===== config.mk =====
export PLATFORM = sky130hd
export DESIGN_NAME = watch_time_ctrl
export DESIGN_NICKNAME = d
export VERILOG_FILES = /design/src/rtl/watch_time_ctrl.sv
export SDC_FILE = /design/constraint.sdc
export NUM_CORES = 1
export LEC_CHECK = 0
export ABC_AREA = 1
export ABC_CLOCK_PERIOD_IN_PS = 2500
export CORE_UTILIZATION = 55
export CTS_BUF_LIST = sky130_fd_sc_hd__clkbuf_8
export DETAILED_ROUTE_END_ITERATION = 12
export PLACE_DENSITY = 0.86
export SYNTH_ARGS = -nofsm -noshare
export SYNTH_HDL_FRONTEND = slang
export SYNTH_SLANG_ARGS = --single-unit

===== constraint.sdc =====
create_clock -name clk_i -period 2.5 [get_ports clk_i]
set_input_delay 0.5 -clock clk_i [delete_from_list [all_inputs] [get_ports clk_i]]
set_output_delay 0.5 -clock clk_i [all_outputs]
set_load 0.1 [all_outputs]

===== src/rtl/watch_time_ctrl.sv =====
// watch_time_ctrl: hh:mm:ss timekeeping with a RUN/set-mode FSM.
// Define ALARM_WATCH_EN to build the alarm set states and compare.
module watch_time_ctrl #(
    parameter int HOUR_MOD = 24
) (
    input  logic       clk_i,
    input  logic       rstn_i,
    input  logic       tick_i,
    input  logic       btn_mode_i,
    input  logic       btn_inc_i,
    output logic [5:0] sec_o,
    output logic [5:0] min_o,
    output logic [4:0] hour_o,
    output logic [2:0] mode_o,
    output logic       blink_o,
    output logic       alarm_o
);

    typedef enum logic [2:0] {
        RUN       = 3'd0,
        SET_HOUR  = 3'd1,
        SET_MIN   = 3'd2,
        SET_AHOUR = 3'd3,
        SET_AMIN  = 3'd4
    } mode_t;

    localparam logic [4:0] HOUR_MAX = 5'(HOUR_MOD - 1);

    mode_t      r_mode;
    mode_t      w_mode_n;
    logic [5:0] r_sec;
    logic [5:0] w_sec_n;
    logic [5:0] r_min;
    logic [5:0] w_min_n;
    logic [4:0] r_hour;
    logic [4:0] w_hour_n;
    logic       r_blink;
    logic       w_blink_n;

`ifdef ALARM_WATCH_EN
    logic [4:0] r_ahour;
    logic [4:0] w_ahour_n;
    logic [5:0] r_amin;
    logic [5:0] w_amin_n;
    logic       r_alarm;
    logic [5:0] r_dsec;
    logic [5:0] r_dmin;
    logic [4:0] r_dhour;
    logic       w_alarm_view;
`endif

    // Compare against the terminal value so a wrapped sum is never formed.
    function automatic logic [5:0] inc_60(input logic [5:0] v);
        return (v == 6'd59) ? 6'd0 : v + 6'd1;
    endfunction

    function automatic logic [4:0] inc_hour(input logic [4:0] v);
        return (v == HOUR_MAX) ? 5'd0 : v + 5'd1;
    endfunction

    always_comb begin
        w_sec_n   = r_sec;
        w_min_n   = r_min;
        w_hour_n  = r_hour;
        w_mode_n  = r_mode;
        w_blink_n = r_blink;
`ifdef ALARM_WATCH_EN
        w_ahour_n = r_ahour;
        w_amin_n  = r_amin;
`endif
        unique case (r_mode)
            RUN: begin
                if (btn_mode_i) begin
                    w_sec_n  = 6'd0;
                    w_mode_n = SET_HOUR;
                end else if (tick_i) begin
                    w_sec_n = inc_60(r_sec);
                    if (r_sec == 6'd59) begin
                        w_min_n = inc_60(r_min);
                        if (r_min == 6'd59) begin
                            w_hour_n = inc_hour(r_hour);
                        end
                    end
                end
            end
            SET_HOUR: begin
                if (btn_inc_i) begin
                    w_hour_n = inc_hour(r_hour);
                end
                if (btn_mode_i) begin
                    w_mode_n = SET_MIN;
                end
            end
            SET_MIN: begin
                if (btn_inc_i) begin
                    w_min_n = inc_60(r_min);
                end
                if (btn_mode_i) begin
`ifdef ALARM_WATCH_EN
                    w_mode_n = SET_AHOUR;
`else
                    w_mode_n = RUN;
`endif
                end
            end
`ifdef ALARM_WATCH_EN
            SET_AHOUR: begin
                if (btn_inc_i) begin
                    w_ahour_n = inc_hour(r_ahour);
                end
                if (btn_mode_i) begin
                    w_mode_n = SET_AMIN;
                end
            end
            SET_AMIN: begin
                if (btn_inc_i) begin
                    w_amin_n = inc_60(r_amin);
                end
                if (btn_mode_i) begin
                    w_mode_n = RUN;
                end
            end
`endif
            default: begin
                w_mode_n = RUN;
            end
        endcase

        // Blink only toggles on ticks seen while already in a set state.
        if (w_mode_n == RUN) begin
            w_blink_n = 1'b0;
        end else if ((r_mode != RUN) && tick_i) begin
            w_blink_n = ~r_blink;
        end
    end

`ifdef ALARM_WATCH_EN
    assign w_alarm_view = (w_mode_n == SET_AHOUR) || (w_mode_n == SET_AMIN);
`endif

    always_ff @(posedge clk_i) begin
        if (!rstn_i) begin
            r_mode  <= RUN;
            r_sec   <= 6'd0;
            r_min   <= 6'd0;
            r_hour  <= 5'd0;
            r_blink <= 1'b0;
`ifdef ALARM_WATCH_EN
            r_ahour <= 5'd0;
            r_amin  <= 6'd0;
            r_alarm <= 1'b0;
            r_dsec  <= 6'd0;
            r_dmin  <= 6'd0;
            r_dhour <= 5'd0;
`endif
        end else begin
            r_mode  <= w_mode_n;
            r_sec   <= w_sec_n;
            r_min   <= w_min_n;
            r_hour  <= w_hour_n;
            r_blink <= w_blink_n;
`ifdef ALARM_WATCH_EN
            r_ahour <= w_ahour_n;
            r_amin  <= w_amin_n;
            r_alarm <= (r_mode == RUN) && (r_hour == r_ahour) && (r_min == r_amin);
            r_dsec  <= w_alarm_view ? 6'd0 : w_sec_n;
            r_dmin  <= w_alarm_view ? w_amin_n : w_min_n;
            r_dhour <= w_alarm_view ? w_ahour_n : w_hour_n;
`endif
        end
    end

    assign mode_o  = r_mode;
    assign blink_o = r_blink;
`ifdef ALARM_WATCH_EN
    assign sec_o   = r_dsec;
    assign min_o   = r_dmin;
    assign hour_o  = r_dhour;
    assign alarm_o = r_alarm;
`else
    assign sec_o   = r_sec;
    assign min_o   = r_min;
    assign hour_o  = r_hour;
    assign alarm_o = 1'b0;
`endif

endmodule


Word level (Yosys, flattened, before mapping)
Index checks and enable logic that the tools add are counted.
{"block": "word_totals", "regBits": 21, "in_bits": 5, "out_inout_bits": 22, "elab_cells": 52}
{"block": "classes", "n_addsub": 3, "n_eq_ne": 11, "n_mux": 20, "n_bitwise": 2, "n_reduce_logical": 11}
{"operator": "6-bit two-way mux", "count": 8}
{"operator": "5-bit two-way mux", "count": 6}
{"operator": "6-bit by 1-bit adder with 6-bit output (second input constant)", "count": 2}
{"operator": "6-bit equality test (second input constant)", "count": 2}
{"operator": "2-bit inequality test (second input constant)", "count": 6}
{"operator": "6-bit one-hot mux with 2 select lines", "count": 1}
{"operator": "5-bit one-hot mux with 2 select lines", "count": 1}
{"operator": "3-bit two-way mux", "count": 3}
{"operator": "3-bit one-hot mux with 3 select lines", "count": 1}
{"operator": "3-bit zero test", "count": 2}
{"operator": "6-bit AND reduction", "count": 1}
{"operator": "2-bit nonzero test", "count": 3}
{"operator": "5-bit by 1-bit adder with 5-bit output (second input constant)", "count": 1}
{"operator": "5-bit equality test (second input constant)", "count": 1}
{"operator": "5-bit AND reduction", "count": 1}
{"operator": "3-bit by 1-bit equality test with 1-bit output (second input constant)", "count": 1}
{"operator": "3-bit by 2-bit equality test with 1-bit output (second input constant)", "count": 1}
{"operator": "3-bit nonzero test", "count": 1}
{"operator": "1-bit inverter", "count": 2}
{"operator": "2-bit AND reduction", "count": 1}
{"operator": "2-bit OR reduction", "count": 1}
{"operator": "1-bit logical AND", "count": 1}

Depth between registers and ports, before layout
{"block": "logic_depth", "depth_word": 7, "ltp_mapped": 8, "mapped_depth_nobuf": 8}

Worst setup path after synthesis
OpenSTA, ideal clock, no wires.
{"block": "synth_path", "kind": "register to register", "from": "register r_sec[0] (netlist: sec_o[0])", "to": "register r_min[3] (netlist: min_o[3])", "t_arrival_ns": 2.093, "slack_ns": 0.287, "stages_incl_launch_ff": 9, "path_cell_list": "dfxtp_1 ha_1 nand3_1 nor2_4 nor2_1 nor2_4 inv_2 nand2_1 a21oi_1"}
{"block": "synth_between", "elab_chain_len": 3}
{"element": "start: declaration", "line": "31", "rtl": "logic [5:0] r_sec;"}
{"element": "start signal: assignment", "line": "158", "rtl": "r_sec <= w_sec_n;"}
{"element": "6-bit equality test", "line": "78", "rtl": "if (r_sec == 6'd59) begin"}
{"element": "2-bit inequality test (no source line)"}
{"element": "5-bit AND reduction (no source line)"}
{"element": "end signal: assignment", "line": "159", "rtl": "r_min <= w_min_n;"}
{"element": "end: declaration", "line": "33", "rtl": "logic [5:0] r_min;"}
No other way between the ends.
A chain may end at the register's enable or synchronous reset.

Final worst setup path
{"block": "layout_path", "from": "input port rstn_i", "to": "register r_blink (netlist: blink_o)"}
{"block": "layout_between", "elab_chain_len": 2}
{"element": "start: declaration", "line": "7", "rtl": "input logic rstn_i,"}
{"element": "1-bit inverter (no source line)"}
{"element": "2-bit OR reduction (no source line)"}
{"element": "end signal: assignment", "line": "161", "rtl": "r_blink <= w_blink_n;"}
{"element": "end: declaration", "line": "37", "rtl": "logic r_blink;"}
No other way between the ends.

==> metrics.txt <==
Slowest cell on crit path=clkdlybuf4s50_1; die height=roughly 49 µm; area of the mapped netlist=0.00120 mm²; total grt overflow=0; Placed Cells=about 220; final hold vios=0; most area-hungry cell type in the Yosys netlist=dfxtp_1; most used routing layer=met2; min cycle time layout=about 1700 ps; #FFs+latches synth=21; RePlAce Congestion=0.830; register area=around 420 µm²; met1 Track Usage GR=26.8%; met3 Usage GRT=roughly 4.4%; WL/cell=between 10 and 15 µm; core region area=between 0.002 and 0.0025 mm²; post-synthesis sequential area ratio=roughly a third; P&R area growth vs syn=22.7%; initial antenna violation count=0; area of the multi-input gates=~700 µm²; Static Leak=~0.00059 µW; vias in the first global route=about 1,100; dpl ws=between 500 and 600 ps; hold crit path type=flip-flop to flip-flop; crit-path max FO=9; CTS resizes=0; slowest stage delay, CP=between 600 and 700 ps; # diodes=0; critical path, cell by cell=clkdlybuf4s50_1 -> clkinv_1 -> a21oi_1 -> o21a_1; H-tree depth=1; Max-cap violations=0; Fill cells=between 150 and 200; Boundary Pins=27; Post-Route WL=around 2600 µm; Port Buffer Count=25; GR Util met2=between 40 and 50%; TritonCTS clock tree=yes; hold_buf cts=0; main area contributors after synthesis=dfxtp_1, nand2_1, nand3_1; CTS buffer count=3; Period Utilization, post-route=about 68%; Die X-Extent=between 40 and 50 µm; Synth Instances=about 170; gr usage total=24.0%; critical path endpoint category=flip-flop; Sinks on Clock Net=21; top cell type's share of synthesized area=a little over a third; full die area=between 0.002 and 0.0025 mm²; skew final=roughly 1.0 ps; Arrival @ worst endpoint=1890 ps; maximum VDD drop=approximately 0.34 mV; status=completed; first-pass GRT wire length=4490 µm; largest net degree at the start of global routing=12; CP Launch Type=primary input; RSZ-0062 raised after global routing=false; DR vias/cell=~5.3; Netlist cell types=28; min setup slack post-route=~810 ps; Starting Density=~60%; Reg clk slew, reported paths=70 ps; non-filler instance count after layout=roughly 230; Final setup viols=0; DR iter-0 viols=24; Via Count=about 1,200; fin nets=207; PwrDens=approximately 480 mW/mm²; Longest Clk Path Bufs=2; Avg Inst Size Synth=about 7.1 µm²; setup bufs post-CTS=0; Skew-Pair Late Insertion Delay=250 ps; root buffer cell=clkbuf_8; max frequency=approximately 0.59 GHz; setup_tns=0 ps; post-route ant nets=0; max-slew violation count=0; Final HPWL DP=about 1900 µm; num rows=16; CP required=about 2700 ps; DRT Pass-1 Iters=4; Ys Warns=0; layout cell share with drive strength beyond 1=21.7%; final core utilization=~74%; # DRC=0; Crit Path Class=primary input to flip-flop
==> critical path, delay by kind of cell <==
| family | cells | cell delay [ps] |
|---|---|---|
| AO/OA/AOI/OAI | 2 | 400 |
| buffers and inverters | 2 | 1000 |
==> flip-flops by register name, indices dropped and copies added, names as in the netlist <==
register	cells
min_o	6
sec_o	6
hour_o	5
mode_o	3
blink_o	1
==> cell usage in the layout, fill, tap and decap left out, types with 5 or more instances in the layout <==
cell,n
nand2_1,37
nor2_1,21
dfxtp_1,21
buf_4,21
nand3_1,17
a21oi_1,16
inv_1,13
nor2_4,5
==> power by group <==
group	internal [µW]	switching (µW)	total, µW
logic	34.4	102	136
clock network	109	106	215
registers	341	8.39	349
total	485	217	701
==> synthesized netlist by cell type (all sizes together) <==
cell / number
ha: 3
o21ai: 5
conb: 1
clkinv: 1
xor2: 4
nand3: 18
inv: 16
or2: 2
buf: 1
o21a: 1
nand4: 3
xnor2: 2
a21oi: 17
nand3b: 1
nor2: 28
dfxtp: 21
nand2: 41
nor3: 4
==> final cells by class <==
| type | count | share of cell area [%] |
|---|---|---|
| Sequential cell | 21 | 28.5 |
| Tap cell | 27 | 2.29 |
| Timing Repair Buffer | 25 | 13.4 |
| Clock inverter | 1 | 0.255 |
| Clock buffer | 3 | 2.80 |
| Multi-Input combinational cell | 131 | 48.3 |
| Inverter | 17 | 4.33 |
==> stage by stage <==
| step | hold WS, ps | total power (µW) | area [µm²] |
|---|---|---|---|
| 6_report | 519 | 701 | 1470 |
| 5_1_grt | 546 | 732 | 1470 |
| 4_1_cts | 517 | 706 | 1470 |
| 3_5_place_dp | 505 | 492 | 1430 |
| 3_3_place_gp | 494 | 490 | 1430 |
| 2_1_floorplan | 621 | 464 | 1200 |
==> cells by family (layout without fill, tap and decap cells) <==
group                      after synthesis  in the layout  share of synthesized area [%]
and+or+nand+nor                         97             97                           40.8
AOI/OAI and AO/OA                       23             23                           10.4
DFF                                     21             21                           35.0
buffers and inverters                   18             46                           5.94
xor gates and xnor gates                 6              6                           4.38
adders and majority gates                3              3                           3.13
other                                    1              2                          0.313
==> layer usage <==
metal  share of wire (%)  vias to the layer above  wire (µm)
li1                    -                      602          -
met1                  45                      555       1180
met2                  50                       36       1310
met3                 4.9                        2        130
met4                0.42                        0         11
met5                   0                        -          0
==> path summary, 6_finish.rpt <==
check	startpoint	end	slack, ps	cells past startpoint
min reg2reg	hour_o[4]	hour_o[4]	520	2
max reg2reg	sec_o[0]	min_o[1]	970	8
min	hour_o[4]	hour_o[4]	520	2
max	rstn_i	blink_o	810	4
(Power assumes the default switching activity.)
